===== src/rtl/seq_player_pkg.sv =====
// Shared definitions for the Simon Says sequence player.
// Holds the playback state encoding and the Galois tap table.
// No logic; imported by seq_lfsr and seq_player.
package seq_player_pkg;

  // Playback states, kept as plain constants for legacy-compatible encodings
  typedef logic [1:0] state_t;
  localparam state_t ST_IDLE = 2'd0;
  localparam state_t ST_PLAY = 2'd1;
  localparam state_t ST_DONE = 2'd2;

  // Right-shift Galois tap masks for the supported widths; 0 marks an unsupported width
  function automatic logic [31:0] lfsr_taps(input int unsigned width);
    logic [31:0] taps;
    taps = 32'h0;
    case (width)
      8:       taps = 32'h0000_00B8;
      16:      taps = 32'h0000_B400;
      24:      taps = 32'h00E1_0000;
      32:      taps = 32'hA300_0000;
      default: taps = 32'h0;
    endcase
    return taps;
  endfunction

endpackage


===== src/rtl/seq_lfsr.sv =====
// Galois LFSR that advances STEPS shifts per step pulse, with a parallel load.
// Latency: load/step take effect on the next clock edge; value is the register itself.
// Backpressure: none; the caller only pulses step on an accepted symbol.
module seq_lfsr
  import seq_player_pkg::*;
#(
  parameter int              LFSR_W = 16,
  parameter int              STEPS  = 2,
  parameter int              OUT_W  = 2,
  parameter logic [LFSR_W-1:0] SEED = 16'hACE1
) (
  input  logic              clk,
  input  logic              n_rst,
  input  logic              load,
  input  logic [LFSR_W-1:0] load_val,
  input  logic              step,
  output logic [OUT_W-1:0]  value
);

  localparam logic [LFSR_W-1:0] TAPS = LFSR_W'(lfsr_taps(LFSR_W));

  logic [LFSR_W-1:0] lfsr_q;
  logic [LFSR_W-1:0] lfsr_nxt;

  // Unrolled multi-shift so one accepted symbol consumes STEPS fresh bits
  always_comb begin
    lfsr_nxt = lfsr_q;
    for (int i = 0; i < STEPS; i++) begin
      lfsr_nxt = lfsr_nxt[0] ? ((lfsr_nxt >> 1) ^ TAPS) : (lfsr_nxt >> 1);
    end
  end

  // State register: load wins over step so rewind/new-game always resynchronise
  always_ff @(posedge clk or negedge n_rst) begin
    if (!n_rst) begin
      lfsr_q <= SEED;
    end else if (load) begin
      lfsr_q <= load_val;
    end else if (step) begin
      lfsr_q <= lfsr_nxt;
    end
  end

  assign value = lfsr_q[OUT_W-1:0];

endmodule


===== src/rtl/seq_player.sv =====
// Seedable, replayable Simon Says symbol source; SEQ_PLAYER_NO_REPEAT_EN forbids equal neighbours.
// Latency: control pulses act on the next cycle; one symbol per cycle while sym_ready is high.
// Backpressure: sym_valid/sym_ready handshake; sym and pos hold while sym_ready is low.
module seq_player
  import seq_player_pkg::*;
#(
  parameter int                NUM_CH  = 4,
  parameter int                LFSR_W  = 16,
  parameter int                MAX_LEN = 32,
  parameter logic [LFSR_W-1:0] SEED    = 16'hACE1,
  localparam int               SYM_W   = $clog2(NUM_CH),
  localparam int               LEN_W   = $clog2(MAX_LEN + 1)
) (
  input  logic              clk,
  input  logic              n_rst,
  input  logic              seed_load,
  input  logic [LFSR_W-1:0] seed_in,
  input  logic              rewind,
  input  logic              extend,
  input  logic              sym_ready,
  output logic              sym_valid,
  output logic [SYM_W-1:0]  sym,
  output logic [LEN_W-1:0]  pos,
  output logic [LEN_W-1:0]  round_len,
  output logic              round_done,
  output logic              full
);

  if (NUM_CH < 2 || NUM_CH > 16 || (NUM_CH & (NUM_CH - 1)) != 0) begin : g_bad_num_ch
    $error("seq_player: NUM_CH must be a power of two in 2..16");
  end
  if (lfsr_taps(LFSR_W) == 32'h0) begin : g_bad_lfsr_w
    $error("seq_player: LFSR_W must be 8, 16, 24 or 32");
  end
  if (SEED == '0) begin : g_bad_seed
    $error("seq_player: SEED must be nonzero");
  end
  if (MAX_LEN < 1) begin : g_bad_max_len
    $error("seq_player: MAX_LEN must be at least 1");
  end

  state_t            state_q;
  logic [LFSR_W-1:0] base_q;
  logic [LEN_W-1:0]  pos_q;
  logic [LEN_W-1:0]  len_q;
  logic [SYM_W-1:0]  cand;
  logic [LFSR_W-1:0] seed_eff;
  logic [LEN_W-1:0]  pos_nxt;
  logic              hs;
  logic              is_full;

  // A zero seed would lock the LFSR, so it selects the built-in default instead
  assign seed_eff = (seed_in == '0) ? SEED : seed_in;
  assign hs       = (state_q == ST_PLAY) && sym_ready;
  assign pos_nxt  = pos_q + LEN_W'(1);
  assign is_full  = (len_q == LEN_W'(MAX_LEN));

  seq_lfsr #(
    .LFSR_W (LFSR_W),
    .STEPS  (SYM_W),
    .OUT_W  (SYM_W),
    .SEED   (SEED)
  ) u_lfsr (
    .clk      (clk),
    .n_rst    (n_rst),
    .load     (seed_load | rewind),
    .load_val (seed_load ? seed_eff : base_q),
    .step     (hs),
    .value    (cand)
  );

  // Game seed, playback position and state; seed_load outranks rewind outranks handshake
  always_ff @(posedge clk or negedge n_rst) begin
    if (!n_rst) begin
      state_q <= ST_IDLE;
      base_q  <= SEED;
      pos_q   <= '0;
    end else if (seed_load) begin
      base_q  <= seed_eff;
      pos_q   <= '0;
      state_q <= rewind ? ST_PLAY : ST_IDLE;
    end else if (rewind) begin
      pos_q   <= '0;
      state_q <= ST_PLAY;
    end else if (hs) begin
      pos_q <= pos_nxt;
      // Compared against the length before any same-cycle extend
      if (pos_nxt == len_q) begin
        state_q <= ST_DONE;
      end
    end
  end

  // Round length grows by extend, saturates at MAX_LEN, and restarts at 1 per game
  always_ff @(posedge clk or negedge n_rst) begin
    if (!n_rst) begin
      len_q <= LEN_W'(1);
    end else if (seed_load) begin
      len_q <= LEN_W'(1);
    end else if (extend && !is_full) begin
      len_q <= len_q + LEN_W'(1);
    end
  end

`ifdef SEQ_PLAYER_NO_REPEAT_EN
  logic [SYM_W-1:0] prev_q;

  // Last emitted symbol, cleared on every restart so replays see the same history
  always_ff @(posedge clk or negedge n_rst) begin
    if (!n_rst) begin
      prev_q <= '0;
    end else if (seed_load || rewind) begin
      prev_q <= '0;
    end else if (hs) begin
      prev_q <= sym;
    end
  end

  // Bump a repeated candidate to the next button; power-of-two NUM_CH wraps naturally
  always_comb begin
    sym = cand;
    if (pos_q != '0 && cand == prev_q) begin
      sym = cand + SYM_W'(1);
    end
  end
`else
  assign sym = cand;
`endif

  assign sym_valid  = (state_q == ST_PLAY);
  assign round_done = (state_q == ST_DONE);
  assign pos        = pos_q;
  assign round_len  = len_q;
  assign full       = is_full;

endmodule

===== config.mk =====
export PLATFORM = sky130hd
export DESIGN_NAME = seq_player
export DESIGN_NICKNAME = d
export VERILOG_FILES = /design/src/rtl/seq_player_pkg.sv /design/src/rtl/seq_lfsr.sv /design/src/rtl/seq_player.sv
export SDC_FILE = /design/constraint.sdc
export NUM_CORES = 1
export LEC_CHECK = 0
export CAP_MARGIN = 10
export CORE_MARGIN = 10
export CORE_UTILIZATION = 45
export CTS_CLUSTER_DIAMETER = 60
export DETAILED_ROUTE_END_ITERATION = 8
export PLACE_DENSITY = 0.68
export SETUP_SLACK_MARGIN = 0.2
export SKIP_CTS_REPAIR_TIMING = 1
export SYNTH_ARGS = -nofsm -noshare
export SYNTH_HDL_FRONTEND = slang
export SYNTH_SLANG_ARGS = --single-unit
export TNS_END_PERCENT = 50

===== constraint.sdc =====
create_clock -name clk -period 1.8 [get_ports clk]
set_input_delay 0.18 -clock clk [delete_from_list [all_inputs] [get_ports clk]]
set_output_delay 0.18 -clock clk [all_outputs]
set_load 0.1 [all_outputs]

# --- Yosys cells after proc, flatten, opt, wreduce, memory -nomap -nowiden ---
# Cells that the tools add are included.
op_classes:
  add_sub_neg: 2
  eq_ne: 4
  n_mux: 16
  n_bitwise: 3
  reduce_logical: 9
op_table:
  columns: ["cell", "n"]
  rows:
  - ["two-way mux 16 bit", 6]
  - ["two-way mux 6 bit", 5]
  - ["zero test 16 bit", 1]
  - ["adder 6 x 1 -> 6 bit, second input constant", 2]
  - ["two-way mux 2 bit", 4]
  - ["inverter 3 -> 4 bit", 2]
  - ["equality test 6 bit", 1]
  - ["equality test 6 bit, second input constant", 1]
  - ["nonzero test 3 bit", 2]
  - ["nonzero test 2 bit", 2]
  - ["equality test 2 x 1 -> 1 bit, second input constant", 1]
  - ["equality test 2 bit, second input constant", 1]
  - ["logical AND 1 bit", 2]
  - ["AND reduction 2 bit", 1]
  - ["zero test 1 bit", 1]
  - ["two-way mux 1 bit", 1]
  - ["OR 1 bit", 1]
totals:
  register_bits: 46
  out_inout_bits: 17
  wordCells: 39

# --- Depth between registers and ports, before layout ---
# Gate-level depths: netlist of run 1.
depth:
  word_depth: 6
  mapped_depth: 6
  mapped_depth_nobuf: 6

# --- By module ---
# From an unflattened synthesis of run 1, not the netlist that was laid out.
unflattened:
  hier_cells: 205
  hier_area_um2: 2270.9
by_module_without_submodules:
  columns: ["module", "n_inst", "cells_per_inst", "area_per_inst_um2", "seq_area_each_um2"]
  rows:
  - ["seq_player", 1, 125, 1426.4, 762.0]
  - ["seq_lfsr", 1, 80, 844.6, 410.4]

# --- Worst setup path after synthesis of run 1 ---
# No wires, ideal clock.
synth_timing:
  path_kind: "reg2out"
  from: "register len_q[5] (netlist: round_len[5])"
  to: "output full"
  arrival_time_ps: 4064
  t_required_ps: 1620
  slack_ps: -2444
  path_stages_with_launch: 3
  path_cell_list: "dfrtp_1 nand2_1 nor4_1"
synth_via:
  elab_chain_cells: 1
synth_rtl:
  columns: ["element", "line_no", "source"]
  rows:
  - ["from (decl)", "seq_player.sv:45", "logic [LEN_W-1:0] len_q;"]
  - ["from (signal assigned)", "seq_player.sv:101", "len_q <= len_q + LEN_W'(1);"]
  - ["equality test 6 bit", "seq_player.sv:56", "assign is_full = (len_q == LEN_W'(MAX_LEN));"]
  - ["to (decl)", "seq_player.sv:26", "output logic full"]
# Every way passes these cells.

# --- Worst setup path in the final report of run 1 ---
layout_timing:
  from: "register len_q[0] (netlist: round_len[0])"
  to: "output full"
# The elaborated chain is that of the path after synthesis.

==> results of run 1 <==
## metal layers
metal  share of wire  up-vias
met4           0.013        0
met2            0.48       38
met5               0        -
met1            0.47      915
met3           0.035        7
li1                -      904
## cell usage after synthesis (all sizes together), types with 2 or more instances
cell type and n:
xor2 8, or3 3, dfstp 17, o22ai 8, xnor2 13, nand3b 2
nand3 6, and2 2, mux2 8, nor4 5, a31oi 8, nor2 45
mux2i 6, ha 3, nand2 22, dfrtp 29, a21oi 15, clkbuf 6
inv 5, buf 11, o21ai 5
## final timing paths
kind	slack (ns)	endpoint	cells after the start
max in group asynchronous	0.84	u_lfsr.lfsr_q[7]$_DFFE_PN1P_	3
min in group clk	0.49	base_q[7]$_DFF_PN1_	2
max	0.17	full	5
min reg2reg	0.49	base_q[7]$_DFF_PN1_	2
max reg2reg	0.22	round_len[2]$_DFFE_PN0P_	5
min	0.38	round_len[5]$_DFFE_PN0P_	2
## logic make-up (layout without fill, tap and decap cells)
group,Yosys count,in the layout,synth area share
simple gates,92,92,0.175
flops,46,46,0.498
compound gates,43,43,0.122
buf+inv,22,66,0.0468
xor+xnor,21,21,0.0782
mux,14,14,0.0638
fa+ha+maj,3,3,0.0160
## worst max-delay path, cell delays in order, from the launching register on
cell and delay [ns]:
sky130_fd_sc_hd__dfstp_4 0.49, sky130_fd_sc_hd__inv_4 0.07, sky130_fd_sc_hd__ha_4 0.14, sky130_fd_sc_hd__nand2_4 0.06, sky130_fd_sc_hd__nor4_4 0.18, sky130_fd_sc_hd__buf_12 0.21
## registers in the layout, indices dropped and copies added (netlist names)
| signal | count |
|---|---|
| state_q | 2 |
| pos | 6 |
| base_q | 16 |
| u_lfsr.lfsr_q | 16 |
| round_len | 6 |
## final cells by class
| cell class | count | area (um^2) |
|---|---|---|
| Fill cell | 445 | 1860 |
| Tap cell | 70 | 87.6 |
| Inverter | 5 | 21.3 |
| Timing Repair Buffer | 53 | 648 |
| Multi-Input combinational cell | 173 | 1140 |
| Clock inverter | 3 | 43.8 |
| Sequential cell | 46 | 1200 |
| Clock buffer | 5 | 68.8 |
## power by group
group | leakage [uW] | internal, uW | switching (uW) | total (uW)
registers | 0.000521 | 1160 | 74.5 | 1230
logic | 0.000726 | 284 | 356 | 640
clock network | 0.0000585 | 416 | 378 | 794
## stage by stage
step                      cells  total power [uW]
final                       355              2670
after global routing        355              2780
after detailed placement    339              1870
after floorplan             241              1630
after global placement      339              1860
after CTS                   347              2670
==> results.tsv, run 1 <==
metric	value	unit
Max Fanout on Critical Path	3	
Setup Total Neg Slack	0	ns
routability cong.	0.826	
final standard cell area without fillers	3210	um^2
Port-buffer cells	38	
Avg WL per Cell	16.0	um
post-route setup slack	0.166	ns
Syn-to-layout area delta	36.5	%
post-DP HPWL	3990	um
final layout net count	309	
overall die height	92.3	um
share of Yosys cell area claimed by the top area cell type	0.308	
number of unique standard cell types used by synthesis	42	
Post-route DRC	0	
worst vdd ir	415	uV
Setup crit start	round_len[0]$_DFFE_PN1P_	
critical path endpoint category	primary output	
cells taking the most area after synthesis	sky130_fd_sc_hd__dfrtp_1, sky130_fd_sc_hd__dfstp_2, sky130_fd_sc_hd__nor2_1	
utilization after layout	0.633	
R2R Path Start	round_len[0]$_DFFE_PN1P_	
post-synth net total	266	
Via density	5.25	
final routed wirelength across all metal layers	5670	um
pin count of the biggest net entering global routing	33	
worst setup slack after placement	0.0370	ns
clock tree from TritonCTS	built	
RSZ-0062 raised after global routing	yes	
sequential area share after synthesis	0.498	
transition at the pin with the smallest max-transition slack	0.528	ns
outcome	completed	
DRT antenna net count	0	
FFs w/ async S/R, synth	1.00	
worst slack on hold paths	0.375	ns
CTS Sinks	46	
fraction of layout instances using a drive strength above 1	0.326	
width of the die	92.3	um
DR iter-0 viols	132	
wire length of the first global-routing pass	9740	um
gr ovfl total	0	
Max Buffers Root-to-Sink	2	
flip-flop and latch count after synthesis	46	
full die area	8520	um^2
Pwr per Cell Area	830	nW/um^2
Placeable Area	5070	um^2
category of the worst setup path launch point	flop	
final-report hold violation count	0	
total clock buffers created by CTS	5	
number of enable flip-flop cells after synthesis	0	
Peak Freq	612	MHz
top library cells by usage in the layout, fill and taps aside	sky130_fd_sc_hd__nor2_1, sky130_fd_sc_hd__nand2_1, sky130_fd_sc_hd__clkdlybuf4s50_1	
library cell used as clock root buffer	sky130_fd_sc_hd__clkbuf_8	
critical path required time	1.62	ns
I/O Pins	39	
clk slew on worst S/H paths	0.09	ns
# diodes	0	
slew margin rel.	0.648	
top_reg_cell synth	sky130_fd_sc_hd__dfrtp_1	
global routing usage on met1	0.185	
Starting Density	0.464	
Mapped Avg Cell Area	9.77	um^2
max-cap viol count	0	
# setup viols final	0	
Fin Clk Skew	0.00947	ns
number of antenna violations at the first check in global routing	0	
clock latency reported for the late side of the worst-skew pair	0.31	ns
Post-Syn Instances	241	
Area after DPL	3020	um^2
warnings from Yosys	0	
met3 Resource Use GR	0.0299	
Post-Syn Area	2350	um^2
global routing met2 resource utilization	0.219	
row count	26	
type of the most critical hold path	in -> async	
Final Max Slew Viols	0	
Clock H-tree levels	2	
vias in the first global route	1893	
first-pass iteration count of the detailed router	4	
layer carrying the most global-route usage	met2	
start-to-end type of the worst setup path	reg -> out	
minimum clock period	1.63	ns
vias	1864	
Synth area leader	sky130_fd_sc_hd__dfrtp_1	
part of the cycle the worst path needs	0.908	
most frequent standard cell in the layout excluding fill and tap cells	sky130_fd_sc_hd__nor2_1	
combined global-route utilization of all metal layers	0.140	
leakage component of the power	0.00131	uW
arrival time at the worst endpoint	1.45	ns
(Power assumes the default switching activity.)
==> run 2, diff against run 1 <==
--- a/config.mk
+++ b/config.mk
@@ -10,6 +10,7 @@
 export CORE_UTILIZATION = 45
 export CTS_CLUSTER_DIAMETER = 60
 export DETAILED_ROUTE_END_ITERATION = 8
+export GPL_ROUTABILITY_DRIVEN = 0
 export PLACE_DENSITY = 0.68
 export SETUP_SLACK_MARGIN = 0.2
 export SKIP_CTS_REPAIR_TIMING = 1
==> results of run 2 <==
Final layout, timing and power as in run 1 (identical DEF).
==> run 3, diff against run 2 <==
--- a/config.mk
+++ b/config.mk
@@ -12,6 +12,7 @@
 export DETAILED_ROUTE_END_ITERATION = 8
 export GPL_ROUTABILITY_DRIVEN = 0
 export PLACE_DENSITY = 0.68
+export RECOVER_POWER = 25
 export SETUP_SLACK_MARGIN = 0.2
 export SKIP_CTS_REPAIR_TIMING = 1
 export SYNTH_ARGS = -nofsm -noshare
==> results.tsv, run 3 (synthesized netlist as in run 1, its figures left out) <==
metric	value	unit	change
clock tree from TritonCTS	built		
vias	1865		+0.054%
vias in the first global route	1893		unchanged
DR iter-0 viols	114		-14%
post-DP HPWL	3990	um	unchanged
wire length of the first global-routing pass	9740	um	unchanged
gr ovfl total	0		unchanged
number of antenna violations at the first check in global routing	0		unchanged
area taken by multi-input logic gates	1140	um^2	unchanged
arrival time at the worst endpoint	1.45	ns	about the same
clock latency reported for the late side of the worst-skew pair	0.31	ns	about the same
fraction of layout instances using a drive strength above 1	0.326		unchanged
Starting Density	0.464		unchanged
Clock H-tree levels	2		unchanged
overall die height	92.3	um	unchanged
CTS Sinks	46		unchanged
max-cap viol count	0		unchanged
minimum clock period	1.63	ns	-0.000115 ns
met3 Resource Use GR	0.0299		unchanged
cells along the critical path	inv_4, ha_4, nand2_4, nor4_4, buf_12		
Avg WL per Cell	15.8	um	-1.1%
transition at the pin with the smallest max-transition slack	0.609	ns	+0.0817 ns
category of the worst setup path launch point	flop		
Worst R2R Path Depth	5		unchanged
worst setup slack after placement	0.0370	ns	unchanged
leakage component of the power	0.00130	uW	-0.40%
first-pass iteration count of the detailed router	4		unchanged
top library cells by usage in the layout, fill and taps aside	sky130_fd_sc_hd__nor2_1, sky130_fd_sc_hd__nand2_1, sky130_fd_sc_hd__clkdlybuf4s50_1		
largest registers	base_q (16), u_lfsr.lfsr_q (16)		
width of the die	92.3	um	unchanged
critical path endpoint category	primary output		
part of the cycle the worst path needs	0.908		about the same
RSZ-0062 raised after global routing	yes		
library cell used as clock root buffer	sky130_fd_sc_hd__clkbuf_8		
type of the most critical hold path	in -> async		
minimum setup slack among reg-to-reg paths	0.22	ns	about the same
slew margin rel.	0.594		-0.0545
final-report hold violation count	0		unchanged
count of filler cells inserted in the layout	447		+0.45%
Via density	5.25		about the same
Seq. cell area	1200	um^2	unchanged
post-route setup slack	0.166	ns	+0.000115 ns
critical path required time	1.62	ns	about the same
total clock buffers created by CTS	5		unchanged
Pwr per Cell Area	831	nW/um^2	+0.15%
start-to-end type of the worst setup path	reg -> out		
worst vdd ir	406	uV	-2.2%
Final Max Slew Viols	0		unchanged
final layout net count	309		unchanged
Fin Clk Skew	0.00877	ns	-0.000692 ns
final routed wirelength across all metal layers	5610	um	-1.1%
row count	26		unchanged
layer carrying the most global-route usage	met2		
Post-route DRC	0		unchanged
# diodes	0		unchanged
full die area	8520	um^2	unchanged
I/O Pins	39		unchanged
total placed cells including tap cells	339		unchanged
Port-buffer cells	38		unchanged
global routing usage on met1	0.185		unchanged
endpoint of the most critical register-to-register path	round_len[2]$_DFFE_PN0P_		
global routing met2 resource utilization	0.219		unchanged
R2R Path Start	round_len[0]$_DFFE_PN1P_		
Setup crit start	round_len[0]$_DFFE_PN1P_		
most frequent standard cell in the layout excluding fill and tap cells	sky130_fd_sc_hd__nor2_1		
Syn-to-layout area delta	35.9	%	
DRT antenna net count	0		unchanged
Peak Freq	612	MHz	about the same
outcome	completed		
clk slew on worst S/H paths	0.09	ns	about the same
cell with the largest stage delay on the worst path	sky130_fd_sc_hd__dfstp_4		
Placeable Area	5070	um^2	unchanged
critical path buffer and inverter count	2		unchanged
number of standard cells in the final layout excluding fillers	355		unchanged
# setup viols final	0		unchanged
pin count of the biggest net entering global routing	33		unchanged
slowest stage delay, CP	0.49	ns	about the same
category of cells accounting for the largest share of critical-path delay	flip-flops		
Max Buffers Root-to-Sink	2		unchanged
combined global-route utilization of all metal layers	0.140		unchanged
Max Fanout on Critical Path	3		unchanged
run 3: metal layers:
| layer | up-vias | wire length [um] |
|---|---|---|
| met5 | - | 0 |
| met4 | 0 | 71 |
| li1 | 906 | - |
| met3 | 7 | 204 |
| met2 | 38 | 2740 |
| met1 | 914 | 2600 |
run 3: how the worst max path moves through the flow:
stage / end / cells past startpoint
after floorplan: full / 4
after global placement: u_lfsr.lfsr_q[13]$_DFFE_PN1P_ / 5
after detailed placement: u_lfsr.lfsr_q[15]$_DFFE_PN1P_ / 5
after CTS: full / 5
after global routing: full / 5
final: full / 5
run 3: layout make-up:
cell class / instances / share of cell area
flip-flops and latches: 46 / 0.377
multi-input cells: 173 / 0.356
repair buffers: 53 / 0.198
well taps: 70 / 0.0274
clock buffers: 5 / 0.0215
clock inverters: 3 / 0.0137
inverters: 5 / 0.00665
run 3: metrics by stage:
stage,setup TNS [ns],power (uW),instance area [um^2],hold WS [ns],util
finish,0,2660,3200,0.361,0.630
global route,0,2770,3200,0.426,0.630
CTS,0,2670,3140,-0.140,0.618
detailed placement,0,1870,3020,0.201,0.596
global placement,-0.0150,1860,3020,0.203,0.596
floorplan,-0.355,1630,2440,-0.116,-
run 3: where the power goes:
group	internal [uW]	total, uW	leakage, uW	switching (uW)
Clock	416	792	0.0000585	375
Sequential	1160	1230	0.000521	73.8
Combinational	281	636	0.000721	355
Total	1850	2660	0.00130	804
